==> config.mk <==
export PLATFORM = sky130hd
export DESIGN_NAME = tqvp_bus_initiator
export DESIGN_NICKNAME = d
export VERILOG_FILES = /design/src/rtl/tqvp_bus_pkg.sv /design/src/rtl/tqvp_cmd_fifo.sv /design/src/rtl/tqvp_bus_initiator.sv
export SDC_FILE = /design/constraint.sdc
export NUM_CORES = 1
export LEC_CHECK = 0
export ABC_AREA = 1
export ABC_CLOCK_PERIOD_IN_PS = 4210
export CAP_MARGIN = 40
export CORE_MARGIN = 3
export CORE_UTILIZATION = 41
export CTS_CLUSTER_SIZE = 14
export DETAILED_ROUTE_END_ITERATION = 10
export PLACE_DENSITY = 0.63
export SLEW_MARGIN = 40
export SYNTH_ARGS = -nofsm -noshare
export SYNTH_HDL_FRONTEND = slang
export SYNTH_SLANG_ARGS = --single-unit
==> constraint.sdc <==
create_clock -name clk -period 4.21 [get_ports clk]
set_input_delay 0.842 -clock clk [delete_from_list [all_inputs] [get_ports clk]]
set_output_delay 0.842 -clock clk [all_outputs]
set_load 0.01 [all_outputs]
==> src/rtl/tqvp_bus_pkg.sv <==
// Shared types for the TinyQV bus initiator: size encodings, idle strobe value,
// FSM state enum and the queued command record.
package tqvp_bus_pkg;

    localparam logic [1:0] SIZE_BYTE    = 2'b00;
    localparam logic [1:0] SIZE_HALF    = 2'b01;
    localparam logic [1:0] SIZE_WORD    = 2'b10;
    localparam logic [1:0] SIZE_ILLEGAL = 2'b11;

    // Strobe value meaning "no access" on data_write_n / data_read_n
    localparam logic [1:0] BUS_IDLE = 2'b11;

    typedef enum logic [1:0] {
        StIdle,
        StWrite,
        StRead,
        StResp
    } state_e;

    typedef struct packed {
        logic        write;
        logic [1:0]  size;
        logic [5:0]  addr;
        logic [31:0] wdata;
    } cmd_t;

    // Zero-extend read data to the access size
    function automatic logic [31:0] mask_rdata(input logic [1:0] size, input logic [31:0] data);
        logic [31:0] res;
        res = data;
        if (size == SIZE_BYTE) begin
            res = {24'b0, data[7:0]};
        end else if (size == SIZE_HALF) begin
            res = {16'b0, data[15:0]};
        end
        return res;
    endfunction

endpackage

==> src/rtl/tqvp_cmd_fifo.sv <==
// Synchronous command FIFO. Full/empty come straight from the registered
// pointers; pushes while full and pops while empty are ignored.
module tqvp_cmd_fifo #(
    parameter int unsigned Depth = 4,
    parameter int unsigned Width = 8
) (
    input  logic             clk,
    input  logic             rst_n,
    input  logic             push,
    input  logic [Width-1:0] push_data,
    input  logic             pop,
    output logic [Width-1:0] head,
    output logic             full,
    output logic             empty
);

    localparam int unsigned AW = $clog2(Depth);
    localparam logic [AW:0] PtrOne = {{AW{1'b0}}, 1'b1};

    logic [Width-1:0] mem [Depth];
    logic [AW:0]      wptr_q, rptr_q;
    logic             push_en, pop_en;

    assign push_en = push && !full;
    assign pop_en  = pop && !empty;

    // Pointers carry one extra wrap bit to tell full from empty
    always_ff @(posedge clk or negedge rst_n) begin
        if (!rst_n) begin
            wptr_q <= '0;
            rptr_q <= '0;
        end else begin
            if (push_en) wptr_q <= wptr_q + PtrOne;
            if (pop_en)  rptr_q <= rptr_q + PtrOne;
        end
    end

    // Storage needs no reset: only entries between the pointers are ever read
    always_ff @(posedge clk) begin
        if (push_en) mem[wptr_q[AW-1:0]] <= push_data;
    end

    assign head  = mem[rptr_q[AW-1:0]];
    assign empty = (wptr_q == rptr_q);
    assign full  = (wptr_q[AW] != rptr_q[AW]) && (wptr_q[AW-1:0] == rptr_q[AW-1:0]);

endmodule

==> src/rtl/tqvp_bus_initiator.sv <==
// TinyQV peripheral bus initiator: pops queued commands and replays them on the
// peripheral register bus, returning one response per read.
// Optional feature macro: TQVP_BUS_WRITE_ACK_EN (writes also produce responses).
module tqvp_bus_initiator
    import tqvp_bus_pkg::*;
#(
    parameter int unsigned CMD_DEPTH      = 4,
    parameter int unsigned TIMEOUT_CYCLES = 15
) (
    input  logic        clk,
    input  logic        rst_n,
    input  logic        cmd_valid,
    output logic        cmd_ready,
    input  logic        cmd_write,
    input  logic [1:0]  cmd_size,
    input  logic [5:0]  cmd_addr,
    input  logic [31:0] cmd_wdata,
    output logic        rsp_valid,
    input  logic        rsp_ready,
    output logic [31:0] rsp_rdata,
    output logic        rsp_err,
    output logic [5:0]  bus_address,
    output logic [31:0] bus_wdata,
    output logic [1:0]  bus_write_n,
    output logic [1:0]  bus_read_n,
    input  logic [31:0] bus_rdata,
    input  logic        bus_ready,
    output logic        busy
);

`ifdef TQVP_BUS_WRITE_ACK_EN
    localparam bit WriteAck = 1'b1;
`else
    localparam bit WriteAck = 1'b0;
`endif

    localparam logic [7:0] TimeoutLast = 8'(TIMEOUT_CYCLES - 1);

    cmd_t        cmd_in, fifo_head;
    logic        fifo_full, fifo_empty, fifo_pop;

    state_e      state_q, state_d;
    logic [7:0]  tmo_q, tmo_d;
    logic [5:0]  bus_address_q, bus_address_d;
    logic [31:0] bus_wdata_q, bus_wdata_d;
    logic [1:0]  bus_write_n_q, bus_write_n_d;
    logic [1:0]  bus_read_n_q, bus_read_n_d;
    logic        rsp_valid_q, rsp_valid_d;
    logic [31:0] rsp_rdata_q, rsp_rdata_d;
    logic        rsp_err_q, rsp_err_d;

    assign cmd_in = '{write: cmd_write, size: cmd_size, addr: cmd_addr, wdata: cmd_wdata};

    tqvp_cmd_fifo #(
        .Depth (CMD_DEPTH),
        .Width ($bits(cmd_t))
    ) u_cmd_fifo (
        .clk       (clk),
        .rst_n     (rst_n),
        .push      (cmd_valid),
        .push_data (cmd_in),
        .pop       (fifo_pop),
        .head      (fifo_head),
        .full      (fifo_full),
        .empty     (fifo_empty)
    );

    // Next-state logic: dispatch from IDLE, run the strobe, hold the response
    always_comb begin
        state_d       = state_q;
        tmo_d         = tmo_q;
        bus_address_d = bus_address_q;
        bus_wdata_d   = bus_wdata_q;
        bus_write_n_d = bus_write_n_q;
        bus_read_n_d  = bus_read_n_q;
        rsp_valid_d   = rsp_valid_q;
        rsp_rdata_d   = rsp_rdata_q;
        rsp_err_d     = rsp_err_q;
        fifo_pop      = 1'b0;

        unique case (state_q)
            StIdle: begin
                if (!fifo_empty) begin
                    fifo_pop = 1'b1;
                    if (fifo_head.size == SIZE_ILLEGAL) begin
                        // No bus cycle; illegal writes vanish unless writes are acked
                        if (WriteAck || !fifo_head.write) begin
                            rsp_valid_d = 1'b1;
                            rsp_rdata_d = '0;
                            rsp_err_d   = 1'b1;
                            state_d     = StResp;
                        end
                    end else if (fifo_head.write) begin
                        bus_address_d = fifo_head.addr;
                        bus_wdata_d   = fifo_head.wdata;
                        bus_write_n_d = fifo_head.size;
                        state_d       = StWrite;
                    end else begin
                        bus_address_d = fifo_head.addr;
                        bus_read_n_d  = fifo_head.size;
                        tmo_d         = '0;
                        state_d       = StRead;
                    end
                end
            end
            StWrite: begin
                bus_write_n_d = BUS_IDLE;
                if (WriteAck) begin
                    rsp_valid_d = 1'b1;
                    rsp_rdata_d = '0;
                    rsp_err_d   = 1'b0;
                    state_d     = StResp;
                end else begin
                    state_d = StIdle;
                end
            end
            StRead: begin
                // A ready in the final allowed cycle still wins over the timeout
                if (bus_ready) begin
                    bus_read_n_d = BUS_IDLE;
                    rsp_valid_d  = 1'b1;
                    rsp_rdata_d  = mask_rdata(bus_read_n_q, bus_rdata);
                    rsp_err_d    = 1'b0;
                    state_d      = StResp;
                end else if (tmo_q == TimeoutLast) begin
                    bus_read_n_d = BUS_IDLE;
                    rsp_valid_d  = 1'b1;
                    rsp_rdata_d  = '0;
                    rsp_err_d    = 1'b1;
                    state_d      = StResp;
                end else begin
                    tmo_d = tmo_q + 8'd1;
                end
            end
            StResp: begin
                if (rsp_ready) begin
                    rsp_valid_d = 1'b0;
                    state_d     = StIdle;
                end
            end
            default: state_d = StIdle;
        endcase
    end

    // State and registered bus/response outputs
    always_ff @(posedge clk or negedge rst_n) begin
        if (!rst_n) begin
            state_q       <= StIdle;
            tmo_q         <= '0;
            bus_address_q <= '0;
            bus_wdata_q   <= '0;
            bus_write_n_q <= BUS_IDLE;
            bus_read_n_q  <= BUS_IDLE;
            rsp_valid_q   <= 1'b0;
            rsp_rdata_q   <= '0;
            rsp_err_q     <= 1'b0;
        end else begin
            state_q       <= state_d;
            tmo_q         <= tmo_d;
            bus_address_q <= bus_address_d;
            bus_wdata_q   <= bus_wdata_d;
            bus_write_n_q <= bus_write_n_d;
            bus_read_n_q  <= bus_read_n_d;
            rsp_valid_q   <= rsp_valid_d;
            rsp_rdata_q   <= rsp_rdata_d;
            rsp_err_q     <= rsp_err_d;
        end
    end

    assign cmd_ready   = !fifo_full;
    assign busy        = !fifo_empty || (state_q != StIdle);
    assign bus_address = bus_address_q;
    assign bus_wdata   = bus_wdata_q;
    assign bus_write_n = bus_write_n_q;
    assign bus_read_n  = bus_read_n_q;
    assign rsp_valid   = rsp_valid_q;
    assign rsp_rdata   = rsp_rdata_q;
    assign rsp_err     = rsp_err_q;

endmodule

==> reports/metrics.csv, run 1 <==
metric,value,unit
DIE WIDTH,164,um
initial antenna violation count,2,
min cycle time layout,3080,ps
syn nets,980,
Routed WL,22200,um
Resized cells post-CTS,0,
Clock Skews,17.3,ps
WL/cell,15.9,um
Final Hold Viols,0,
CTS buffer count,26,
clk buf depth,3,
Gate Count Post-Synth,895,
first-pass GRT wire length,35500,um
Post-DRT Antenna Nets,0,
MaxCap Viol Count,0,
synthesized area,10300,sq um
Initial DRC Count,402,
clock latency on the worst-skew pair,540,ps
Worst-path clk slew,60,ps
status,finished clean,
DRC,0,
Critical Path AT,2240,ps
CTS tree,yes,
setup_tns,0,ps
Core Region,24500,sq um
worst rel slew slack,51.6,%
Layout Nets,1133,
I/O pin count,156,
max-slew violations,0,
highest metal used,met5,
Via density,4.88,
Tot GR Track Use,16.5,%
syn_area_per_cell,11.5,sq um
Hold/Removal Path Class,primary input to async pin,
CP Launch Type,register,
Pleak,5.28,nW
"Seq/Total Area, Yosys",70.4,%
Max rail drop VDD,0.340,mV
Post-DP HPWL,14200,um
Initial Util,42.0,%
Die Span Y,164,um
largest net degree at the start of global routing,84,
"Max FO, Critical Path",24,
DR WL met2,10400,um
Rows,57,
root buf cell,clkbuf_16,
"flops & latches, synth",256,
Metal-1 WL,9660,um
Reg2Reg Setup Slack,1500,ps
RSZ-0062 raised after global routing,no,
total die area,27000,sq um
Hold Buf Count CTS,0,
DR vias,6797,
FMAX,0.325,GHz
CP Capture Type,primary output,
layout cells sized above 1,9.64,%
WL met3,1600,um
CP required,3370,ps
Placer Congestion,0.770,
Post CTS Setup Buffer Count,0,
number of global-route vias before repair,6878,
Final setup viols,0,
library cells used by synthesis,36,
Syn. warnings,0,
WS Path Type,register to primary output,
PnR worst setup slack,1130,ps
post-route cell area,13000,sq um
Pwr per Cell Area,720,nW/um^2
Syn-to-layout area delta,26.7,%
worst slew pin tran,725,ps
CTS H-tree lvls,1,
First-pass DRT Iterations,6,
port bufs,155,
grt total ovfl,0,
Clock Sinks,256,
DP Area,12100,sq um
part of the cycle the worst path needs,73.1,%
post-place setup slack,1260,ps
where the power goes:
group,total [mW],switching (mW),internal [mW],leakage [nW]
logic,3.34,2.04,1.30,2.18
registers,3.77,0.350,3.42,2.67
clock network,2.25,0.926,1.32,0.429
cell type report:
type	count	area, sq um
diodes	2	5.00
clock buffers	37	762
clock inverters	11	101
fillers	2104	11500
inverters	68	255
multi-input cells	528	2580
flip-flops and latches	256	7230
well taps	324	405
repair buffers	168	1660
worst max-delay path: stages (launching register included):
cell and delay (ps):
dfrtp_2 610, xnor2_2 310, nand4_2 220, clkdlybuf4s50_1 550
flip-flops by register name, summed over array words and instances, names as in the netlist, 2 cells and up:
name	cells
state_q	2
u_cmd_fifo.rptr_q	3
u_cmd_fifo.mem	164
tmo_q	8
bus_wdata	32
u_cmd_fifo.wptr_q	3
bus_read_n	2
bus_address	6
rsp_rdata	32
bus_write_n	2
through the flow:
stage / utilization, % / hold slack [ps] / total power [mW] / cells
2_1_floorplan: - / 442 / 5.94 / 895
3_3_place_gp: 49.5 / 453 / 7.15 / 1343
3_5_place_dp: 49.5 / 457 / 7.20 / 1343
4_1_cts: 53.1 / 330 / 9.48 / 1391
5_1_grt: 53.2 / 370 / 10.0 / 1392
6_report: 53.2 / 304 / 9.36 / 1394
kinds of logic (layout without fill, tap and decap cells):
family                   after synthesis  after routing  share of synthesized area [%]
AO/OA/AOI/OAI                        159            159                           8.25
XOR/XNOR                               6              6                          0.585
adder cells (fa/ha/maj)                7              7                          0.853
buffers and inverters                111            284                           4.74
flip-flops                           256            256                           70.4
other                                  0              2                              0
AND/OR/NAND/NOR                      356            356                           15.2
cells in the mapped netlist:
cell type	n	area, sq um
nor2_2	1	6.26
dfstp_2	4	105
nand2_2	15	93.8
buf_8	1	15.0
xor2_1	5	43.8
nand3_4	1	17.5
clkbuf_2	1	5.00
dfrtp_1	88	2200
ha_1	7	87.6
edfxtp_1	164	4920
o21ai_0	76	380
nor3b_1	2	15.0
nor3_1	2	10.0
nor2_1	90	338
nor2_4	3	33.8
o21ai_1	38	190
inv_1	63	236
clkbuf_1	14	52.6
o21ai_2	1	8.76
buf_6	4	45.0
nand3_2	3	30.0
nand4_2	1	12.5
buf_2	19	95.1
nand2_4	3	33.8
nand2_1	186	698
o22ai_1	38	238
nor2_8	1	20.0
or2_2	3	18.8
inv_2	5	18.8
buf_4	1	7.51
nand3b_1	1	7.51
a21oi_1	6	30.0
xnor2_2	1	16.3
nand3_1	43	215
nand4_1	1	6.26
buf_1	3	11.3
placed cells by master (no fill, tap or decap), drive strengths merged:
cell and instances:
nand2 204, ha 7, buf 14, nor3b 2
nand3 47, clkdlybuf4s50 154, dfstp 4, dfrtp 88
nand4 2, a21oi 6, xnor2 1, nor2 95
inv 68, nor3 2, edfxtp 164, nand3b 1
xor2 5, o22ai 38, clkinv 10, clkbuf 37
bufinv 1, diode 2, or2 3, o21ai 115
metal layers:
metal	global-route usage [%]	vias to the layer above
li1	-	3346
met1	21.5	3212
met2	27.7	190
met3	4.01	45
met4	4.58	4
met5	0	-
final timing paths:
kind,startpoint,to,depth (start not counted)
max,u_cmd_fifo.rptr_q[1],busy,3
max reg2reg,u_cmd_fifo.rptr_q[0],bus_wdata[22],7
max in group asynchronous,rst_n,bus_wdata[17],2
min,rst_n,u_cmd_fifo.wptr_q[2],1
min reg2reg,rsp_rdata[12],rsp_rdata[12],2
min in group clk,rsp_rdata[12],rsp_rdata[12],2
No activity file was read; power rests on OpenSTA's default activity.
==> run 2: changes to the inputs <==
--- a/config.mk
+++ b/config.mk
@@ -6,7 +6,7 @@
 export NUM_CORES = 1
 export LEC_CHECK = 0
 export ABC_AREA = 1
-export ABC_CLOCK_PERIOD_IN_PS = 4210
+export ABC_CLOCK_PERIOD_IN_PS = 2870
 export CAP_MARGIN = 40
 export CORE_MARGIN = 3
 export CORE_UTILIZATION = 41
==> constraint.sdc (replaced) <==
create_clock -name clk -period 2.87 [get_ports clk]
set_input_delay 0.574 -clock clk [delete_from_list [all_inputs] [get_ports clk]]
set_output_delay 0.574 -clock clk [all_outputs]
set_load 0.01 [all_outputs]
==> reports/metrics.csv, run 2 (synthesized netlist as in run 1, its figures left out) <==
metric,value,unit
Rows,57,
"most common cell after layout, fill and taps aside",nand2_1,
Via density,4.90,
Cells after DPL,1344,
largest net degree at the start of global routing,93,
setup_tns,0,ps
most frequent cells in the layout,"nand2_1 (186), edfxtp_1 (164), clkdlybuf4s50_1 (154), nor2_1 (86), dfrtp_1 (86)",
Critical Path AT,2130,ps
max-slew violations,0,
total die area,27000,sq um
DIE WIDTH,164,um
Placer Congestion,0.761,
first-pass GRT wire length,34700,um
WL/cell,15.6,um
RSZ-0062 raised after global routing,no,
Syn-to-layout area delta,26.7,%
"non-filler cells, final",1392,
grt total ovfl,0,
root buf cell,clkbuf_16,
worst setup path startpoint,u_cmd_fifo.rptr_q[0],
Fillers,2087,
Worst-path clk slew,60,ps
"Core Util, Final",53.2,%
CP Capture Type,primary output,
post-place setup slack,511,ps
Reg2Reg Setup Slack,570,ps
worst rel slew slack,50.0,%
DR vias,6823,
Tot GR Track Use,16.1,%
Die Span Y,164,um
critical-path cell list,"inv_4, nand2_1, nand2_1, nand4_2, clkdlybuf4s50_1",
max reg flops,164,
Initial Util,42.0,%
Pleak,5.27,nW
WS Path Type,register to primary output,
status,finished clean,
Resized cells post-CTS,0,
initial antenna violation count,0,
Post-DRT Antenna Nets,0,
Routed WL,21800,um
worst r2r src,u_cmd_fifo.rptr_q[0],
Pwr per Cell Area,1060,nW/um^2
min cycle time layout,2700,ps
CTS buffer count,26,
CP required,2300,ps
port bufs,155,
Hold Buf Count CTS,0,
number of antenna diodes,0,
Final setup viols,0,
Max rail drop VDD,0.572,mV
clock latency on the worst-skew pair,530,ps
MaxCap Viol Count,0,
Post-DP HPWL,13300,um
most frequent CP cell,nand2_1,
"Max FO, Critical Path",16,
FMAX,0.370,GHz
slowest stage cell on the critical path,clkdlybuf4s50_1,
Crit path largest cell delay,550,ps
First-pass DRT Iterations,4,
Final Hold Viols,0,
layout cells sized above 1,9.18,%
CTS tree,yes,
CTS H-tree lvls,1,
I/O pin count,156,
clk buf depth,3,
Post CTS Setup Buffer Count,0,
Initial DRC Count,520,
worst slew pin tran,750,ps
Core Region,24500,sq um
PnR worst setup slack,170,ps
Clock Sinks,256,
Layout Nets,1133,
DRC,0,
Hold/Removal Path Class,primary input to async pin,
Pwr Total,13.7,mW
Clock Skews,17.8,ps
number of global-route vias before repair,6670,
part of the cycle the worst path needs,94.1,%
CP Launch Type,register,
## run 2: path summary, 6_finish.rpt
path,cells after the start,to
setup / recovery,5,busy
hold / removal,2,tmo_q[4]
setup reg to reg,7,u_cmd_fifo.mem[3][25]
hold reg to reg,2,bus_write_n[1]
max in group asynchronous,2,bus_wdata[2]
min in group clk,2,bus_write_n[1]
## run 2: area by class of cell
cell class | count | area (sq um) | area share, %
clock inverters | 9 | 97.6 | 0.750
inverters | 68 | 258 | 1.98
multi-input cells | 528 | 2580 | 19.8
repair buffers | 168 | 1680 | 12.9
well taps | 324 | 405 | 3.12
clock buffers | 39 | 751 | 5.77
flip-flops and latches | 256 | 7230 | 55.6
## run 2: report_power, final
| group | total [mW] | switching [mW] | internal [mW] |
|---|---|---|---|
| clock | 3.31 | 1.33 | 1.98 |
| sequential | 5.49 | 0.472 | 5.01 |
| combinational | 4.94 | 3.04 | 1.91 |
| total | 13.7 | 4.84 | 8.90 |
## run 2: metrics by stage
stage | cell area [sq um] | hold WS [ps]
2_1_floorplan | 10300 | 278
3_3_place_gp | 12200 | 453
3_5_place_dp | 12200 | 454
4_1_cts | 13000 | 115
5_1_grt | 13000 | 147
6_report | 13000 | 97.0
## run 2: worst max-delay path: cells and delay by family (launching register included)
kind | cells | cell delay [ps]
flops | 1 | 520
simple gates | 3 | 370
buf+inv | 2 | 710
## run 2: metal layers
| layer | part of all wire [%] | global-route usage, % |
|---|---|---|
| met2 | 46 | 26.9 |
| met1 | 45 | 21.7 |
| met3 | 7.0 | 3.28 |
| met5 | 0 | 0 |
| met4 | 1.8 | 3.73 |
==> variant 1, RTL diff (flow settings as in run 1) <==
Re-encode `state_e` (4 states) as Gray code, 2 bits wide.
--- a/src/rtl/tqvp_bus_pkg.sv
+++ b/src/rtl/tqvp_bus_pkg.sv
@@ -12,8 +12,8 @@
 
     typedef enum logic [1:0] {
-        StIdle,
-        StWrite,
-        StRead,
-        StResp
+        StIdle  = 2'b00,
+        StWrite = 2'b01,
+        StRead  = 2'b11,
+        StResp  = 2'b10
     } state_e;
 
Function: same outputs for any inputs over 4 cycles, from zero or initial values and one cycle with rst_n low; so few cycles prove little.
==> variant 1 against run 1 <==
Wire length up 2.1%; final area grew 0.71%; sequential power rose by 1%; highest routed layer unchanged; synthesized area down 0.28%; sequential cell count unchanged; worst setup slack got worse by 0.11 ns; total power rose by 5.1%.
==> variant 1: results (changes against run 1) <==
finalClockSkew_ns: 0.0125  # -0.00483 ns
clkTransAtPathRegs_ns: 0.06  # about the same
post_cts_buffers: 0  # unchanged
insertedDiodeCount: 0  # -2
placed_cells: 1347  # +0.30%
r2r-end: "u_cmd_fifo.mem[1][16]"
wl_met2_mm: 10.4  # -0.23%
largest_register_ff_count: 164  # unchanged
antenna_found_initial: 2  # unchanged
vias_per_cell: 4.90  # +0.41%
peakVddDrop_mv: 0.408  # +20%
grt_pass1_vias: 6719  # -2.3%
dr.max_layer_used: "met5"
avgSynthCellArea_um2: 11.4  # -0.72%
hpwl_mm: 14.3  # about the same
met1_usage_pct: 23.2  # +1.7 points
io_buffers: 155  # unchanged
placed_cell_area_um2: 12100  # about the same
pre_cts_ws_ns: 1.09  # -0.169 ns
clkLatencyLatePin_ns: 0.53
met1_length_mm: 10.3  # +6.7%
met3WireLength_mm: 1.70  # +6.1%
crit_start: "u_cmd_fifo.rptr_q[0]"
yosysUniqueCellTypes: 33  # -8.3%
grt_max_degree: 84  # unchanged
drt-total-wl_mm: 22.7  # +2.1%
rrSetupSlack_ns: 1.38  # -0.12 ns
crit_fanout: 36  # +50%
critPathArrivalTime_ns: 2.34  # +0.10 ns
worst_r2r_path_depth: 7  # unchanged
netlist_top_cells_area: "edfxtp_1 48%, dfrtp_1 22%, nand2_1 6.2%"
status: "finished, final reports clean"
finalMaxSlewViolations: 0  # unchanged
cts_root_buf: "clkbuf_16"
num_vias: 6854  # +0.84%
synth_commonest_cells: "168 x nand2_1, 164 x edfxtp_1, 101 x nor2_1"
synth_seq_area_share_pct: 70.6  # +0.20 points
cts_max_level: 1  # unchanged
grt_usage_pct: 16.9  # +0.41 points
cts_buffer_depth: 3  # unchanged
drt_iter0_markers: 390  # -3.0%
drtPass1Iterations: 5  # -1
yosysWarnings: 0  # unchanged
grtUsageMet3_pct: 4.62  # +0.61 points
syn_nets: 984  # +0.41%
cts-resized-gates: 0  # unchanged
cts_buffers: 28  # +7.7%
relSlewSlack_pct: 55.6  # +4.0 points
finalHoldWorstSlack_ns: 0.341  # +0.0371 ns
nets: 1139  # +0.53%
synthArstFlopShare_pct: 35.9  # unchanged
gp_congestion: 0.794  # +3.1%
min_path_type: "in -> async"
drive_gt1_share_pct: 9.01  # -0.63 points
gr-usage-met2_pct: 27.4  # -0.28 points
p_leak_nw: 5.31  # +0.45%
grt_pass1_wl_mm: 36.2  # +2.1%
variant 1: cell count changes in the layout (fill, tap and decap cells not counted), sizes merged, moves of 2 or more:
cell / run 1 / this run
o21ai: 115 / 120
nor2: 95 / 103
diode: 2 / 0
nand2: 204 / 177
buf: 14 / 16
bufinv: 1 / 4
inv: 68 / 78
clkinvlp: 0 / 2
nand3: 47 / 50
nand4: 2 / 7
variant 1: power breakdown:
| group | switching (mW) | total [mW] | internal (mW) | leakage [nW] |
|---|---|---|---|---|
| Sequential | 0.357 | 3.82 | 3.46 | 2.68 |
| Clock | 0.965 | 2.52 | 1.55 | 0.478 |
| Combinational | 2.13 | 3.50 | 1.38 | 2.15 |
| Total | 3.45 | 9.84 | 6.39 | 5.31 |
variant 1: worst max path at each step:
stage / end / slack, ns
3_5_place_dp: u_cmd_fifo.mem[1][7] / 1.09
2_1_floorplan: u_cmd_fifo.mem[3][0] / 0.94
5_1_grt: busy / 0.90
6_report: busy / 1.02
3_3_place_gp: u_cmd_fifo.mem[1][10] / 1.12
4_1_cts: busy / 1.0
variant 1: kinds of logic after synthesis:
group,synth area share [%]
AO/OA/AOI/OAI,8.59
XOR/XNOR,0.586
adder cells (fa/ha/maj),0.855
buffers and inverters,5.14
flip-flops,70.6
AND/OR/NAND/NOR,14.2
variant 1: critical path: stages (launching register included):
cell	delay (ns)
dfrtp_2	0.80
nand2_1	0.13
nand2_2	0.13
nand4_1	0.19
clkdlybuf4s50_1	0.57
variant 1: area by class of cell:
type / instances / area [um^2]
tap: 324 / 405
fill: 2114 / 11400
clock buffer: 36 / 782
clock inverter: 16 / 188
inverter: 77 / 289
multi-input combinational: 521 / 2510
sequential: 256 / 7230
timing repair buffer: 170 / 1690
==> variant 2, RTL diff (settings of run 1) <==
Without the edit above. Change the parameter `CMD_DEPTH` from 4 to 8.
--- a/src/rtl/tqvp_bus_initiator.sv
+++ b/src/rtl/tqvp_bus_initiator.sv
@@ -5,5 +5,5 @@
     import tqvp_bus_pkg::*;
 #(
-    parameter int unsigned CMD_DEPTH      = 4,
+    parameter int unsigned CMD_DEPTH      = 8,
     parameter int unsigned TIMEOUT_CYCLES = 15
 ) (
Behaviour: no difference found for any inputs over 4 cycles, from zero or initial values and one cycle with rst_n low; that may be too few to reach the edited logic, so the function may still have changed.
==> variant 2 against run 1 <==
Register-to-register slack got worse by 0.29 ns; total power rose by 57%; final area rose by 56%; sequential cell count rose by 166; non-clock buffer count rose by 8; largest power group unchanged; worst setup slack got worse by 0.13 ns; synthesized area rose by 63%; largest cell class unchanged; wire length rose by 69%.
==> variant 2: results (changes against run 1) <==
status: "finished, final reports clean"
drive_gt1_share_pct: 10.4  # +0.74 points
comb_cell_power_mw: 4.95  # +48%
placed_cell_area_um2: 18800  # +56%
yosysWarnings: 0  # unchanged
synth_seq_area_share_pct: 72.8  # +2.4 points
grt_usage_pct: 17.1  # +0.61 points
cts_max_level: 2  # +1
antenna_found_initial: 0  # -2
gp_congestion: 0.789  # +2.5%
syn_nets: 1423  # +45%
avgSynthCellArea_um2: 12.5  # +8.9%
synth_commonest_cells: "328 x edfxtp_1, 200 x o21ai_0, 192 x nor2_1"
netlist_top_cells_area: "edfxtp_1 59%, dfrtp_1 13%, o21ai_0 6.0%"
cts_buffer_depth: 3  # unchanged
yosysUniqueCellTypes: 34  # -5.6%
pg_seq_mw: 5.91  # +57%
vias_per_cell: 5.19  # +6.4%
clkLatencyLatePin_ns: 0.56  # +0.02 ns
peakVddDrop_mv: 0.318  # -6.4%
crit_fanout: 12  # -50%
relSlewSlack_pct: 47.8  # -3.7 points
insertedDiodeCount: 0  # -2
intPower_mw: 9.42  # +56%
fin_cells: 2046  # +47%
synth_edf_count: 328  # +100%
cts-resized-gates: 0  # unchanged
io_buffers: 155  # unchanged
p_leak_nw: 7.34  # +39%
hpwl_mm: 22.3  # +56%
swShare_pct: 35.8  # +0.29 points
pre_cts_ws_ns: 1.12  # -0.140 ns
postCtsHoldBufs: 0  # unchanged
grt_pass1_vias: 10490  # +53%
grt_max_degree: 93  # +11%
clkTransAtPathRegs_ns: 0.06  # about the same
rows: 73  # +28%
largest_register_ff_count: 328  # +100%
post_cts_buffers: 0  # unchanged
cts_buffers: 44  # +69%
fillers: 3392  # +61%
routedWlPerCell_um: 18.3  # +15%
nets: 1567  # +38%
drtPass1Iterations: 5  # -1
min_path_type: "in -> async"
finalClockSkew_ns: 0.0117  # -0.00564 ns
drt_iter0_markers: 780  # +94%
grt_pass1_wl_mm: 59.8  # +69%
cts_root_buf: "clkbuf_16"
synthArstFlopShare_pct: 22.3  # -14 points
-- variant 2: layout make-up --
type | instances | area, um^2 | area share (%)
sequential | 422 | 12200 | 60.2
multi-input combinational | 791 | 4020 | 19.8
timing repair buffer | 176 | 1780 | 8.75
clock buffer | 64 | 1270 | 6.24
tap | 525 | 657 | 3.24
inverter | 50 | 190 | 0.937
clock inverter | 18 | 174 | 0.857
-- variant 2: cells by family (layout without fill, tap and decap cells) --
group                      after synthesis  after routing  share of synthesized area, %
and+or+nand+nor                        455            455                          11.4
adders and majority gates                4              4                         0.299
buffers and inverters                  128            308                          3.52
AOI/OAI and AO/OA                      323            323                          11.5
DFF                                    422            422                          72.8
xor gates and xnor gates                 9              9                         0.470
-- variant 2: routing by layer --
layer  vias up  wire [um]  GRT usage [%]
met5         -          0              0
met4         0        709           4.70
met3        54       2200           3.29
met2       361      17100           26.6
met1      5124      17500           24.9
li1       5078          -              -
-- variant 2: worst max-delay path, stage by stage, from the launching register on --
cell and delay (ns):
dfrtp_1 0.57, xor2_1 0.26, nor2_1 0.29, nand3_4 0.15, clkdlybuf4s50_1 0.54
-- variant 2: worst paths after layout --
kind	from	end	slack, ns	cells after the start
min	rst_n	rsp_rdata[10]	0.27	1
max reg2reg	u_cmd_fifo.rptr_q[0]	bus_wdata[12]	1.21	6
max	u_cmd_fifo.rptr_q[2]	busy	1.0	4
min in group clk	rsp_rdata[2]	rsp_rdata[2]	0.47	2
min reg2reg	rsp_rdata[2]	rsp_rdata[2]	0.47	2
max in group asynchronous	rst_n	u_cmd_fifo.rptr_q[0]	3.03	2
